`src/rtl/hazard_unit.sv`:
```
// ============================================================================
// hazard_unit
// ----------------------------------------------------------------------------
// Pipeline hazard controller for the 5-stage MIPS core. It looks at the
// decoded control travelling down E/M/W and produces the stall, flush and
// forwarding controls for the pipeline registers. It also sequences the
// multi-cycle divider in E through a small IDLE/BUSY state machine.
//
// Parameters:
//   DIV_CYCLES  cycles a div/divu occupies E beyond its first cycle (2..63)
//   DELAY_SLOT  1 = instruction in E at a redirect is the delay slot and is
//               kept, 0 = it is flushed
//   CNT_W       width of the divide counter
//
// Ports:
//   clk, rst                       clock (rising edge), async active-low reset
//   rsD, rtD                       sources of the instruction in D
//   rsE, rtE                       sources of the instruction in E
//   writeregE/M/W, regwriteE/M/W   destinations and write enables in E/M/W
//   memtoregE                      instruction in E is a load
//   redirectM                      taken branch/jump resolved in M
//   div_startE                     instruction in E is div/divu
//   forwardAE, forwardBE           ALU operand select (10 = M, 01 = W, 00 = RF)
//   stallF/D/E/M/W                 hold stage register
//   flushD/E/M/W                   clear stage register to a bubble
//   div_busy, div_doneE            divider occupying E / result valid pulse
// ============================================================================
module hazard_unit #(
    parameter int DIV_CYCLES = 32,
    parameter int DELAY_SLOT = 1,
    parameter int CNT_W      = 6
) (
    input  logic       clk,
    input  logic       rst,
    input  logic [4:0] rsD,
    input  logic [4:0] rtD,
    input  logic [4:0] rsE,
    input  logic [4:0] rtE,
    input  logic [4:0] writeregE,
    input  logic [4:0] writeregM,
    input  logic [4:0] writeregW,
    input  logic       regwriteE,
    input  logic       regwriteM,
    input  logic       regwriteW,
    input  logic       memtoregE,
    input  logic       redirectM,
    input  logic       div_startE,
    output logic [1:0] forwardAE,
    output logic [1:0] forwardBE,
    output logic       stallF,
    output logic       stallD,
    output logic       stallE,
    output logic       stallM,
    output logic       stallW,
    output logic       flushD,
    output logic       flushE,
    output logic       flushM,
    output logic       flushW,
    output logic       div_busy,
    output logic       div_doneE
);

    typedef enum logic {
        IDLE = 1'b0,
        BUSY = 1'b1
    } state_t;

    localparam logic             KEEP_SLOT = (DELAY_SLOT != 0);
    localparam logic [CNT_W-1:0] CNT_LOAD  = CNT_W'(DIV_CYCLES - 1);

    state_t           state;
    state_t           state_next;
    logic [CNT_W-1:0] cnt;
    logic [CNT_W-1:0] cnt_next;
    logic             divstall;
    logic             lwstall;
    logic             kill_slot;

    // M has priority over W because it holds the younger result; $0 is
    // hard-wired zero and must never be forwarded.
    function automatic logic [1:0] fwd_sel(input logic [4:0] src);
        if (regwriteM && (writeregM != 5'd0) && (writeregM == src)) begin
            return 2'b10;
        end else if (regwriteW && (writeregW != 5'd0) && (writeregW == src)) begin
            return 2'b01;
        end
        return 2'b00;
    endfunction

    always_comb begin
        forwardAE = fwd_sel(rsE);
        forwardBE = fwd_sel(rtE);
    end

    // A load in E whose result is needed by D holds F/D for one cycle; the
    // value then reaches the consumer through the W forwarding path.
    always_comb begin
        lwstall   = memtoregE && regwriteE && (writeregE != 5'd0) &&
                    ((writeregE == rsD) || (writeregE == rtD));
        kill_slot = redirectM && !KEEP_SLOT;
    end

    // Divider state register; an async reset aborts any divide in flight.
    always_ff @(posedge clk or negedge rst) begin
        if (!rst) begin
            state <= IDLE;
            cnt   <= '0;
        end else begin
            state <= state_next;
            cnt   <= cnt_next;
        end
    end

    // The start cycle counts as the first stalled cycle, so the counter is
    // loaded with DIV_CYCLES-1 and the cnt==0 cycle is the unstalled done
    // cycle. A div that is about to be flushed by a redirect never starts.
    always_comb begin
        state_next = state;
        cnt_next   = cnt;
        divstall   = 1'b0;
        div_busy   = 1'b0;
        div_doneE  = 1'b0;
        unique case (state)
            IDLE: begin
                if (div_startE && !kill_slot) begin
                    divstall   = 1'b1;
                    div_busy   = 1'b1;
                    cnt_next   = CNT_LOAD;
                    state_next = BUSY;
                end
            end
            BUSY: begin
                div_busy = 1'b1;
                if (cnt != '0) begin
                    divstall = 1'b1;
                    cnt_next = cnt - CNT_W'(1);
                end else begin
                    div_doneE  = 1'b1;
                    state_next = IDLE;
                end
            end
            default: begin
                state_next = IDLE;
            end
        endcase
    end

    // A redirect wins over both stall sources for F/D so the PC takes the
    // target and D is cleared; E keeps whatever hold the divider needs.
    always_comb begin
        stallF = (lwstall || divstall) && !redirectM;
        stallD = (lwstall || divstall) && !redirectM;
        stallE = divstall;
        stallM = 1'b0;
        stallW = 1'b0;
        flushD = redirectM;
        flushE = lwstall || kill_slot;
        flushM = divstall;
        flushW = 1'b0;
    end

endmodule
```
`config.mk`:
```
export PLATFORM = sky130hd
export DESIGN_NAME = hazard_unit
export DESIGN_NICKNAME = d
export VERILOG_FILES = /design/src/rtl/hazard_unit.sv
export SDC_FILE = /design/constraint.sdc
export NUM_CORES = 1
export LEC_CHECK = 0
export ABC_AREA = 1
export CAP_MARGIN = 0
export CORE_ASPECT_RATIO = 1.1
export CORE_UTILIZATION = 45
export CTS_BUF_LIST = sky130_fd_sc_hd__clkbuf_4 sky130_fd_sc_hd__clkbuf_8
export DETAILED_ROUTE_END_ITERATION = 8
export DONT_BUFFER_PORTS = 1
export PLACE_DENSITY = 0.62
export SYNTH_ARGS = -nofsm -noshare
export SYNTH_HDL_FRONTEND = slang
export SYNTH_SLANG_ARGS = --single-unit
```
`constraint.sdc`:
```
create_clock -name clk -period 1.4 [get_ports clk]
set_clock_uncertainty 0.05 [all_clocks]
set_input_delay 0.14 -clock clk [delete_from_list [all_inputs] [get_ports clk]]
set_output_delay 0.14 -clock clk [all_outputs]
set_load 0.005 [all_outputs]
```
Word level (Yosys, flattened, before mapping)
Index checks and enable logic that the tools add are counted.
{"block": "classes", "div_mod_pow": 0, "order_cmp": 0, "n_shift": 0, "add_sub_neg": 1, "mul": 0, "bitwise": 1, "n_reduce_logical": 18, "n_mux": 19, "eq_ne": 8}
{"operator": "5-bit equality test", "count": 6}
{"operator": "5-bit nonzero test", "count": 3}
{"operator": "2-bit two-way mux", "count": 6}
{"operator": "6-bit two-way mux", "count": 2}
{"operator": "6-bit case mux with 2 select lines", "count": 1}
{"operator": "1-bit logical AND", "count": 10}
{"operator": "1-bit two-way mux", "count": 8}
{"operator": "6-bit nonzero test", "count": 1}
{"operator": "6-bit by 1-bit subtractor with 6-bit output (second input constant)", "count": 1}
{"operator": "1-bit case mux with 2 select lines", "count": 2}
{"operator": "1-bit logical OR", "count": 2}
{"operator": "2-bit by 1-bit != test with 1-bit output (second input constant)", "count": 1}
{"operator": "2-bit != test (second input constant)", "count": 1}
{"operator": "2-bit AND reduction", "count": 1}
{"operator": "1-bit zero test", "count": 1}
{"operator": "1-bit inverter", "count": 1}
{"block": "totals", "rom_bits": 0, "output_inout_bits": 15, "mem_count": 0, "latch_bits": 0, "ramBits": 0, "word_cells": 49, "regBits": 7, "input_bits": 43}

Logic depth before layout (Yosys ltp)
Gate-level depths: netlist of run 1.
{"block": "logic_depth", "depth_word": 6, "ltp_mapped": 9}

Least setup slack after synthesis of run 1
Ideal clock, no wire load.
{"block": "synth_timing", "kind": "reg2out", "from": "register cnt[0]", "to": "output port stallF", "path_stages_with_launch": 7, "slack_ns": 0.075, "n_path_buf": 1, "t_arrival_ns": 1.135, "cell_sequence": "dfrtp_1 > inv_1 > ha_1 > nand4_2 > nand2_4 > a21oi_1 > buf_4"}
{"block": "synth_between", "elab_chain_cells": 5}
{"element": "start: declaration", "line_no": "73", "source": "logic [CNT_W-1:0] cnt;"}
{"element": "start signal: assignment", "line_no": "110", "source": "cnt <= cnt_next;"}
{"element": "6-bit nonzero test", "line_no": "134", "source": "if (cnt != '0) begin"}
{"element": "1-bit two-way mux", "line_no": "134"}
{"element": "1-bit case mux with 2 select lines", "line_no": "123", "source": "unique case (state)"}
{"element": "1-bit logical OR"}
{"element": "1-bit logical AND"}
{"element": "end: declaration", "line_no": "50", "source": "output logic stallF,"}
Every way passes these cells.

Worst setup path in the final report of run 1
{"block": "layout_timing", "from": "register state", "to": "output port stallD"}
{"block": "layout_between", "elab_chain_cells": 4}
{"element": "start: declaration", "line_no": "71", "source": "state_t state;"}
{"element": "start signal: assignment", "line_no": "109", "source": "state <= state_next;"}
{"element": "1-bit inverter"}
{"element": "1-bit case mux with 2 select lines *", "line_no": "123"}
{"element": "1-bit logical OR *", "line_no": "152", "source": "stallD = (lwstall || divstall) && !redirectM;"}
{"element": "1-bit logical AND *", "line_no": "152"}
{"element": "end: declaration", "line_no": "51", "source": "output logic stallD,"}
Every way passes the cells marked *; elsewhere a longest branch is shown, timed or not.

==> results of run 1 <==
per-layer routing:
layer	track usage (%)	vias to the layer above	wire, um
met2	35.0	46	1030
met5	0	-	0
met1	22.6	381	752
met4	7.58	0	17
met3	1.85	2	150
li1	-	449	-
sequential cells by signal (all words and copies together) (netlist names):
name and count:
cnt 6, state 1
per-stage QoR:
stage	setup TNS, ps	util, %	std cells	setup WS (ps)
3_3_place_gp	0	50.1	168	134
2_1_floorplan	0	-	146	74.8
5_1_grt	-22.2	55.8	175	-11.1
4_1_cts	0	55.3	175	0.0869
3_5_place_dp	0	50.1	168	37.5
6_report	0	55.8	175	27.7
logic make-up after synthesis:
kind of cell	share of synthesized area (%)
AO/OA/AOI/OAI	5.58
AND/OR/NAND/NOR	36.6
buffers and inverters	13.7
adder cells (fa/ha/maj)	2.72
flip-flops	19.0
XOR/XNOR	21.9
other	0.408
area by class of cell:
cell class              instances  share of cell area, %
inverters                      21                   8.15
clock buffers                   4                   2.92
flip-flops and latches          7                   17.3
repair buffers                  4                   3.16
well taps                      27                   3.28
multi-input cells             112                   65.2
timing repair:
action,in CTS,in global routing
gates resized for setup,10,5
endpoints found under the hold margin,7,0
buffers inserted,2,0
pin swaps,3,3
hold buffers,1,0
endpoints found under the setup margin,4,6
worst max path at each step:
stage	cells after the start	slack, ps	end
6_report	3	30	stallD
5_1_grt	5	-10	stallD
4_1_cts	4	0.09	stallD
3_5_place_dp	7	40	cnt[0]
3_3_place_gp	7	130	cnt[2]
2_1_floorplan	6	70	stallF
cells in the final DEF, fill, tap and decap left out, drive strengths merged:
master	instances
buf	3
nand3b	2
clkbuf	4
or2	1
a31oi	1
xnor2	16
nand3	6
dlygate4sd3	1
inv	21
conb	3
dfrtp	7
nand4	7
a21oi	1
o21ai	8
nor2	22
xor2	7
nand2	32
ha	2
nor3	4
worst reg2reg max path: cells and delay by family (launching register included):
kind                   cells  cell delay [ps]
DFF                        1              450
buffers and inverters      1              120
and+or+nand+nor            4              580
power groups by stage:
stage          registers, mW  logic [mW]  clock network [mW]
2_1_floorplan          0.362       0.491                   0
3_3_place_gp           0.384       0.545                   0
3_5_place_dp           0.390       0.569                   0
4_1_cts                0.401       0.687               0.209
5_1_grt                0.428       0.819               0.214
6_report               0.419       0.710               0.213
==> metrics.txt, run 1 <==
# TYPE chip_impl_metric gauge
chip_impl_metric{name="route.detailed.vias_per_inst",unit=""} 5.02
chip_impl_metric{name="portBuffers",unit=""} 0
chip_impl_metric{name="vias_after_detailed_routing",unit=""} 878
chip_impl_metric{name="cp_max_fo",unit=""} 5
chip_impl_info{name="worst_r2r_endpoint",value="cnt[3]"} 1
chip_impl_metric{name="internal-power",unit="mW"} 0.766
chip_impl_metric{name="grt_overflow",unit=""} 0
chip_impl_info{name="synth_top_cells_by_area",value="sky130_fd_sc_hd__dfrtp_1 (19%), sky130_fd_sc_hd__xnor2_1 (15%), sky130_fd_sc_hd__nand2_1 (12%)"} 1
chip_impl_metric{name="wire_length_of_the_first_global_routing_pass",unit="um"} 3310
chip_impl_metric{name="syn_avg_cell_area",unit="sq um"} 6.39
chip_impl_metric{name="floorplan.initialDensity",unit="%"} 49.9
chip_impl_metric{name="min_path_cells",unit=""} 2
chip_impl_info{name="crit_path_start_kind",value="flip-flop"} 1
chip_impl_info{name="hold_path_startpoint",value="div_startE"} 1
chip_impl_metric{name="vias_in_the_first_global_route",unit=""} 890
chip_impl_info{name="clockRootBuffer",value="sky130_fd_sc_hd__clkbuf_4"} 1
chip_impl_metric{name="area_overhead_vs_synth",unit="%"} 11.8
chip_impl_metric{name="timing_max_transition_violations_final",unit=""} 0
chip_impl_metric{name="fin_nets",unit=""} 194
chip_impl_metric{name="synth_cell_types",unit=""} 22
chip_impl_info{name="crit_family",value="flip-flops"} 1
chip_impl_info{name="crit_path_start",value="state"} 1
chip_impl_metric{name="hold-worst-slack",unit="ps"} 2.08
chip_impl_metric{name="finalWorstPathRequiredPeriod",unit="ps"} 1370
chip_impl_info{name="worstReg2RegStart",value="state"} 1
chip_impl_metric{name="synth_top_area_share",unit="%"} 19.0
chip_impl_metric{name="floorplan.die.width",unit="um"} 45.1
chip_impl_info{name="postSynth.topFlopCell",value="sky130_fd_sc_hd__dfrtp_1"} 1
chip_impl_metric{name="syn-cell-area",unit="sq um"} 920
chip_impl_info{name="synth.most_common_cell",value="sky130_fd_sc_hd__nand2_1"} 1
chip_impl_metric{name="num-fill-cells",unit=""} 176
chip_impl_metric{name="dr.first_iter.drc_count",unit=""} 36
chip_impl_info{name="hold_path.class",value="in2reg"} 1
chip_impl_metric{name="ff2ff_path_depth",unit=""} 5
chip_impl_metric{name="post_synth_inst_count",unit=""} 144
chip_impl_metric{name="cts.htree.levels",unit=""} 1
chip_impl_metric{name="dp.final_hpwl",unit="um"} 1620
chip_impl_metric{name="final-seq-area",unit="sq um"} 178
chip_impl_metric{name="switching_share_of_power",unit="%"} 42.9
chip_impl_metric{name="detail_route.wl_per_cell",unit="um"} 11.2
chip_impl_metric{name="die_height",unit="um"} 49.4
chip_impl_metric{name="maxCapViolations",unit=""} 0
chip_impl_metric{name="drc_errors",unit=""} 0
chip_impl_metric{name="cpPeakStageDelay",unit="ps"} 450
chip_impl_metric{name="tritoncts_num_sinks",unit=""} 7
chip_impl_metric{name="drive_gt1_share",unit="%"} 14.2
chip_impl_metric{name="grt.total_usage",unit="%"} 19.5
chip_impl_metric{name="setup.reg_to_reg.worst_slack",unit="ps"} 80
chip_impl_metric{name="power_density",unit="mW/mm^2"} 1300
chip_impl_metric{name="ys_seq_area_share",unit="%"} 19.0
chip_impl_metric{name="core.rowCount",unit=""} 16
chip_impl_metric{name="numCtsBuffers",unit=""} 3
chip_impl_metric{name="power.total",unit="mW"} 1.34
chip_impl_metric{name="netSwitchingPower",unit="mW"} 0.575
chip_impl_metric{name="route.antenna.remaining_nets",unit=""} 0
chip_impl_info{name="path_class",value="reg2out"} 1
chip_impl_info{name="whs_endpoint",value="cnt[2]"} 1
chip_impl_metric{name="timing.final.crit_share",unit="%"} 98.0
chip_impl_metric{name="io_pins",unit=""} 58
chip_impl_metric{name="maximum_number_of_pins_on_one_net_before_global_route_repair",unit=""} 13
chip_impl_metric{name="total_inserted_antenna_cells",unit=""} 0
chip_impl_metric{name="clock_power_share",unit="%"} 15.9
chip_impl_metric{name="timing.fmax",unit="MHz"} 729
chip_impl_info{name="synthDominantAreaCellType",value="sky130_fd_sc_hd__dfrtp_1"} 1
chip_impl_metric{name="multi_input_comb_area",unit="sq um"} 671
chip_impl_metric{name="totalWireLength",unit="um"} 1960
chip_impl_metric{name="clk-insertion-delay-late",unit="ps"} 260
chip_impl_info{name="critical_path_cell_list",value="or2_4 > nand2_4 > a21oi_4"} 1
chip_impl_metric{name="yosysWarnings",unit=""} 0
chip_impl_metric{name="leak",unit="nW"} 0.505
chip_impl_metric{name="max-clock-path-buffers",unit=""} 2
chip_impl_metric{name="asyncSetResetFlopFracSynth",unit="%"} 100
chip_impl_metric{name="synth-edff-count",unit=""} 0
chip_impl_metric{name="seqPwrFrac",unit="%"} 31.2
chip_impl_info{name="critical-path-slowest-cell",value="sky130_fd_sc_hd__dfrtp_2"} 1
chip_impl_metric{name="placedInstanceArea",unit="sq um"} 923
chip_impl_metric{name="critPathBufInv",unit=""} 0
chip_impl_metric{name="fp.coreArea",unit="sq mm"} 0.00184
chip_impl_metric{name="comb_power_share",unit="%"} 52.9
chip_impl_metric{name="detail_route.first_pass.iterations",unit=""} 4
chip_impl_metric{name="layout.cell_area.non_filler",unit="sq mm"} 0.00103
chip_impl_info{name="grt_setup_unrepaired",value="true"} 1
chip_impl_metric{name="report.final.hold_viol_count",unit=""} 0
chip_impl_metric{name="worst-endpoint-arrival",unit="ps"} 1180
chip_impl_metric{name="path_clk_slew",unit="ps"} 60
chip_impl_metric{name="gp_routability_congestion",unit=""} 0.844
chip_impl_info{name="status",value="finished, final reports clean"} 1
chip_impl_metric{name="cp_data_required_time",unit="ps"} 1210
chip_impl_info{name="synth_commonest_cells",value="sky130_fd_sc_hd__nand2_1 (30), sky130_fd_sc_hd__nor2_1 (22), sky130_fd_sc_hd__inv_1 (20)"} 1
chip_impl_metric{name="antenna_found_initial",unit=""} 0
chip_impl_metric{name="post_synthesis_register_bit_count",unit=""} 7
chip_impl_metric{name="finalSetupViolCount",unit=""} 0
chip_impl_metric{name="die_area",unit="sq mm"} 0.00223
chip_impl_metric{name="vdd_ir_drop_max",unit="V"} 0.000558
chip_impl_info{name="crit_path_end_kind",value="output pin"} 1
chip_impl_info{name="clock_tree_from_tritoncts",value="built"} 1
Note: power is estimated with default switching activity, not from simulation.
==> run 2: changes to the inputs <==
- CORE_UTILIZATION: 45 -> 64
- PLACE_DENSITY: 0.62 -> 0.82
==> metrics.txt, run 2 (synthesis gave the netlist of run 1 again) <==
# TYPE chip_impl_metric gauge
chip_impl_info{name="status",value="finished, final reports clean"} 1
chip_impl_metric{name="placedInstanceArea",unit="sq um"} 908
chip_impl_metric{name="route.antenna.remaining_nets",unit=""} 0
chip_impl_metric{name="max-clock-path-buffers",unit=""} 2
chip_impl_metric{name="numCtsBuffers",unit=""} 3
chip_impl_metric{name="fin_nets",unit=""} 197
chip_impl_metric{name="antenna_found_initial",unit=""} 0
chip_impl_metric{name="vias_in_the_first_global_route",unit=""} 884
chip_impl_metric{name="floorplan.initialDensity",unit="%"} 73.4
chip_impl_metric{name="maxCapViolations",unit=""} 0
chip_impl_metric{name="timing.final.crit_share",unit="%"} 99.3
chip_impl_metric{name="met1_global_route_usage",unit="%"} 34.6
chip_impl_info{name="path_class",value="reg2out"} 1
chip_impl_metric{name="die_height",unit="um"} 41.8
chip_impl_metric{name="critPathBufInv",unit=""} 0
chip_impl_metric{name="area_overhead_vs_synth",unit="%"} 12.9
chip_impl_metric{name="gp_routability_congestion",unit=""} 0.926
chip_impl_metric{name="worst-endpoint-arrival",unit="ps"} 1200
chip_impl_info{name="clock_tree_from_tritoncts",value="built"} 1
chip_impl_metric{name="maximum_number_of_pins_on_one_net_before_global_route_repair",unit=""} 13
chip_impl_metric{name="detail_route.first_pass.iterations",unit=""} 4
chip_impl_info{name="final_cell_mix",value="sky130_fd_sc_hd__nand2_1 (30), sky130_fd_sc_hd__nor2_1 (20), sky130_fd_sc_hd__inv_1 (18)"} 1
chip_impl_metric{name="leak",unit="nW"} 0.519
chip_impl_metric{name="finalWorstPathRequiredPeriod",unit="ps"} 1390
chip_impl_metric{name="timing_max_transition_violations_final",unit=""} 0
chip_impl_metric{name="gr-usage-met3",unit="%"} 13.9
chip_impl_metric{name="clk-insertion-delay-late",unit="ps"} 280
chip_impl_metric{name="portBuffers",unit=""} 0
chip_impl_metric{name="timing.fmax",unit="MHz"} 719
chip_impl_metric{name="dp.final_hpwl",unit="um"} 1750
chip_impl_info{name="crit_family",value="flip-flops"} 1
chip_impl_metric{name="vias_after_detailed_routing",unit=""} 980
chip_impl_metric{name="cp_max_fo",unit=""} 5
chip_impl_info{name="critical_path_cell_list",value="or2_4 > nand2_4 > a21oi_4"} 1
chip_impl_metric{name="route.detailed.vias_per_inst",unit=""} 5.90
chip_impl_info{name="max_flop_register",value="cnt"} 1
chip_impl_metric{name="io_pins",unit=""} 58
chip_impl_metric{name="totalWireLength",unit="um"} 2550
chip_impl_info{name="gr-max-usage-layer",value="met2"} 1
chip_impl_metric{name="power.total",unit="mW"} 1.45
chip_impl_metric{name="drive_gt1_share",unit="%"} 15.2
chip_impl_metric{name="wire_length_of_the_first_global_routing_pass",unit="um"} 3710
chip_impl_metric{name="cts.htree.levels",unit=""} 1
chip_impl_metric{name="preCtsSetupSlack",unit="ps"} 27.7
chip_impl_metric{name="layout.cell_area.non_filler",unit="sq mm"} 0.00104
chip_impl_metric{name="number_of_cells_in_the_finished_layout_apart_from_fillers",unit=""} 166
chip_impl_metric{name="die_area",unit="sq mm"} 0.00159
chip_impl_metric{name="number_of_flip_flops_under_the_largest_register_name",unit=""} 6
chip_impl_metric{name="total_inserted_antenna_cells",unit=""} 0
chip_impl_metric{name="vdd_ir_drop_max",unit="V"} 0.000872
chip_impl_metric{name="cpPeakStageDelay",unit="ps"} 450
chip_impl_metric{name="power_density",unit="mW/mm^2"} 1390
chip_impl_info{name="largest_registers",value="cnt (6), state (1)"} 1
chip_impl_info{name="critical-path-slowest-cell",value="sky130_fd_sc_hd__dfrtp_2"} 1
chip_impl_metric{name="detail_route.wl_per_cell",unit="um"} 15.4
chip_impl_info{name="crit_path_end_kind",value="output pin"} 1
chip_impl_metric{name="path_clk_slew",unit="ps"} 60
chip_impl_metric{name="fp.coreArea",unit="sq mm"} 0.00125
chip_impl_metric{name="finalSetupViolCount",unit=""} 0
chip_impl_metric{name="placedCellCount",unit=""} 156
chip_impl_metric{name="finalCoreUtilization",unit="%"} 82.9
chip_impl_info{name="crit_path_start_kind",value="flip-flop"} 1
chip_impl_metric{name="use_met2",unit="%"} 55.3
chip_impl_info{name="clockRootBuffer",value="sky130_fd_sc_hd__clkbuf_4"} 1
chip_impl_metric{name="cp_data_required_time",unit="ps"} 1210
chip_impl_metric{name="grt_overflow",unit=""} 0
chip_impl_metric{name="core.rowCount",unit=""} 13
chip_impl_metric{name="report.final.hold_viol_count",unit=""} 0
chip_impl_info{name="hold_path.class",value="in2async"} 1
chip_impl_metric{name="setup.reg_to_reg.worst_slack",unit="ps"} 80
chip_impl_metric{name="tritoncts_num_sinks",unit=""} 7
chip_impl_metric{name="dr.first_iter.drc_count",unit=""} 15
chip_impl_metric{name="drc_errors",unit=""} 0
chip_impl_metric{name="floorplan.die.width",unit="um"} 38.1
chip_impl_metric{name="grt.total_usage",unit="%"} 33.9
chip_impl_info{name="grt_setup_unrepaired",value="true"} 1
chip_impl_metric{name="worst_slack",unit="ps"} 9.79
chip_impl_info{name="layout_commonest_cell",value="sky130_fd_sc_hd__nand2_1"} 1
-- run 2: changes by cell type in the layout (fill, tap and decap cells not counted) --
cell / before / now
sky130_fd_sc_hd__buf_4: 3 / 5
sky130_fd_sc_hd__dlygate4sd3_1: 1 / 2
-- run 2: layout make-up --
type,instances,area (sq um)
Timing Repair Buffer,7,57.6
Sequential cell,7,178
Tap cell,15,18.8
Inverter,21,83.8
Clock buffer,4,30.0
Multi-Input combinational cell,112,671
Fill cell,92,214
-- run 2: path summary, 6_finish.rpt --
kind                             from      to  depth (start not counted)
setup / recovery                state  stallD                          3
hold / removal                    rst  cnt[4]                          1
setup reg to reg               cnt[1]  cnt[3]                          7
hold reg to reg                 state  cnt[1]                          1
max in group asynchronous         rst  cnt[2]                          1
min in group clk           div_startE   state                          3
-- run 2: through the flow --
step           setup TNS [ps]  hold slack, ps
2_1_floorplan               0            -206
3_3_place_gp                0            -205
3_5_place_dp                0            -205
4_1_cts                     0             158
5_1_grt                  -104             169
6_report                    0             150
-- run 2: power breakdown --
part / internal [mW] / total [mW] / switching [mW]
Clock: 0.130 / 0.228 / 0.0982
Combinational: 0.373 / 0.808 / 0.434
Sequential: 0.307 / 0.411 / 0.103
Total: 0.810 / 1.45 / 0.636
-- run 2: per-layer routing --
metal	up-vias	part of all wire [%]
li1	456	-
met1	441	34
met2	66	52
met3	17	10
met4	0	3.8
met5	-	0
-- run 2: what timing repair did --
action                                  in CTS  in global routing
hold endpoints to repair                     9                  0
buffers inserted                             2                  2
endpoints found under the setup margin       4                  5
gates resized for setup                     12                  3
hold buffers                                 2                  0
pin swaps                                    3                  3
==> run 3: changes to the inputs <==
- MAX_ROUTING_LAYER: not set -> met4
==> metrics.txt, run 3 (synthesis gave the netlist of run 1 again) <==
# TYPE chip_impl_metric gauge
chip_impl_info{name="status",value="finished, final reports clean"} 1
chip_impl_metric{name="clk-insertion-delay-late",unit="ps"} 280
chip_impl_metric{name="layout.cell_area.non_filler",unit="sq mm"} 0.00104
chip_impl_metric{name="wire_length_of_the_first_global_routing_pass",unit="um"} 3730
chip_impl_metric{name="finalSetupViolCount",unit=""} 0
chip_impl_metric{name="vias_in_the_first_global_route",unit=""} 879
chip_impl_metric{name="worst_slack",unit="ps"} 7.25
chip_impl_metric{name="preCtsSetupSlack",unit="ps"} 27.7
chip_impl_metric{name="detail_route.wl_per_cell",unit="um"} 15.4
chip_impl_info{name="clock_tree_from_tritoncts",value="built"} 1
chip_impl_metric{name="floorplan.die.width",unit="um"} 38.1
chip_impl_metric{name="totalWireLength",unit="um"} 2560
chip_impl_metric{name="maximum_number_of_pins_on_one_net_before_global_route_repair",unit=""} 13
chip_impl_metric{name="timing.fmax",unit="MHz"} 718
chip_impl_metric{name="gp_routability_congestion",unit=""} 0.942
chip_impl_metric{name="antenna_found_initial",unit=""} 0
chip_impl_info{name="crit_path_end_kind",value="output pin"} 1
chip_impl_metric{name="power_density",unit="mW/mm^2"} 1400
chip_impl_metric{name="fin_nets",unit=""} 197
chip_impl_info{name="clockRootBuffer",value="sky130_fd_sc_hd__clkbuf_4"} 1
chip_impl_info{name="layout_commonest_cell",value="sky130_fd_sc_hd__nand2_1"} 1
chip_impl_metric{name="grt.total_usage",unit="%"} 35.0
chip_impl_metric{name="number_of_cells_in_the_finished_layout_apart_from_fillers",unit=""} 166
chip_impl_metric{name="power.total",unit="mW"} 1.45
chip_impl_metric{name="tritoncts_num_sinks",unit=""} 7
chip_impl_metric{name="placedInstanceArea",unit="sq um"} 908
chip_impl_metric{name="timing.setup.tns",unit="ps"} 0
chip_impl_metric{name="cts.htree.levels",unit=""} 1
chip_impl_metric{name="core.rowCount",unit=""} 13
chip_impl_metric{name="max-clock-path-buffers",unit=""} 2
chip_impl_metric{name="finalWorstPathRequiredPeriod",unit="ps"} 1390
chip_impl_metric{name="numCtsBuffers",unit=""} 3
chip_impl_info{name="crit_path_start_kind",value="flip-flop"} 1
chip_impl_metric{name="area_overhead_vs_synth",unit="%"} 12.9
chip_impl_metric{name="route.antenna.remaining_nets",unit=""} 0
chip_impl_metric{name="die_height",unit="um"} 41.8
chip_impl_metric{name="drive_gt1_share",unit="%"} 15.2
chip_impl_info{name="hold_path.class",value="in2async"} 1
chip_impl_info{name="final_cell_mix",value="sky130_fd_sc_hd__nand2_1 (30), sky130_fd_sc_hd__nor2_1 (20), sky130_fd_sc_hd__inv_1 (18)"} 1
chip_impl_metric{name="portBuffers",unit=""} 0
chip_impl_metric{name="num-fill-cells",unit=""} 92
chip_impl_metric{name="detail_route.first_pass.iterations",unit=""} 4
chip_impl_metric{name="dp.final_hpwl",unit="um"} 1750
chip_impl_metric{name="cp_data_required_time",unit="ps"} 1210
chip_impl_metric{name="report.final.hold_viol_count",unit=""} 0
chip_impl_metric{name="io_pins",unit=""} 58
chip_impl_metric{name="vdd_ir_drop_max",unit="V"} 0.000882
chip_impl_metric{name="drc_errors",unit=""} 0
chip_impl_metric{name="vias_after_detailed_routing",unit=""} 982
chip_impl_metric{name="worst-endpoint-arrival",unit="ps"} 1200
chip_impl_metric{name="timing.final.crit_share",unit="%"} 99.5
chip_impl_info{name="path_class",value="reg2out"} 1
chip_impl_metric{name="total_inserted_antenna_cells",unit=""} 0
chip_impl_info{name="largest_registers",value="cnt (6), state (1)"} 1
chip_impl_info{name="max_flop_register",value="cnt"} 1
chip_impl_metric{name="dr.first_iter.drc_count",unit=""} 21
chip_impl_metric{name="die_area",unit="sq mm"} 0.00159
chip_impl_metric{name="maxCapViolations",unit=""} 0
chip_impl_metric{name="cp_max_fo",unit=""} 5
chip_impl_metric{name="timing_max_transition_violations_final",unit=""} 0
chip_impl_metric{name="floorplan.initialDensity",unit="%"} 73.4
chip_impl_metric{name="grt_overflow",unit=""} 0
chip_impl_metric{name="placedCellCount",unit=""} 156
chip_impl_metric{name="leak",unit="nW"} 0.519
chip_impl_metric{name="fp.coreArea",unit="sq mm"} 0.00125
chip_impl_metric{name="route.detailed.vias_per_inst",unit=""} 5.92
chip_impl_metric{name="number_of_flip_flops_under_the_largest_register_name",unit=""} 6
chip_impl_info{name="grt_setup_unrepaired",value="true"} 1
chip_impl_metric{name="path_clk_slew",unit="ps"} 60
[run 3: final timing paths]
path / end / slack, ps / from / cells after the start
worst max-delay path: stallD / 7 / state / 3
worst min-delay path: cnt[4] / 150 / rst / 1
worst max register to register: cnt[3] / 80 / cnt[1] / 7
worst min register to register: cnt[1] / 520 / state / 1
max in group asynchronous: cnt[2] / 870 / rst / 1
min in group clk: state / 160 / div_startE / 3
[run 3: metal layers]
| layer | vias up | share of wire [%] | wire length (um) | GRT usage, % |
|---|---|---|---|---|
| met1 | 443 | 35 | 885 | 35.6 |
| li1 | 457 | - | - | - |
| met3 | 15 | 9.7 | 248 | 13.9 |
| met4 | 0 | 3.5 | 89 | 18.6 |
| met2 | 67 | 52 | 1340 | 55.6 |
| met5 | - | 0 | 0 | - |
[run 3: through the flow]
step                hold WS (ps)  utilization (%)
floorplan                   -206                -
global placement            -205             72.5
detailed placement          -205             72.5
CTS                          158             81.4
global route                 172             82.9
finish                       147             82.9
[run 3: critical path, stage by stage (launching register included)]
cell and delay, ps:
sky130_fd_sc_hd__dfrtp_2 450, sky130_fd_sc_hd__or2_4 290, sky130_fd_sc_hd__nand2_4 110, sky130_fd_sc_hd__a21oi_4 70
[run 3: what timing repair did]
action,CTS,global route
endpoints found under the setup margin,4,5
hold buffers,2,0
setup buffers,2,2
hold endpoints to repair,9,0
pin swaps,3,3
gates resized for setup,12,3
[run 3: report_power, final]
group / internal (mW) / total (mW) / leakage, nW / switching (mW)
Combinational: 0.373 / 0.812 / 0.422 / 0.438
Clock: 0.130 / 0.228 / 0.0184 / 0.0980
Sequential: 0.308 / 0.411 / 0.0787 / 0.103
[run 3: layout make-up]
cell class,instances,area (sq um),area share [%]
Inverter,21,83.8,8.07
Tap cell,15,18.8,1.81
Sequential cell,7,178,17.1
Timing Repair Buffer,7,57.6,5.54
Multi-Input combinational cell,112,671,64.6
Clock buffer,4,30.0,2.89
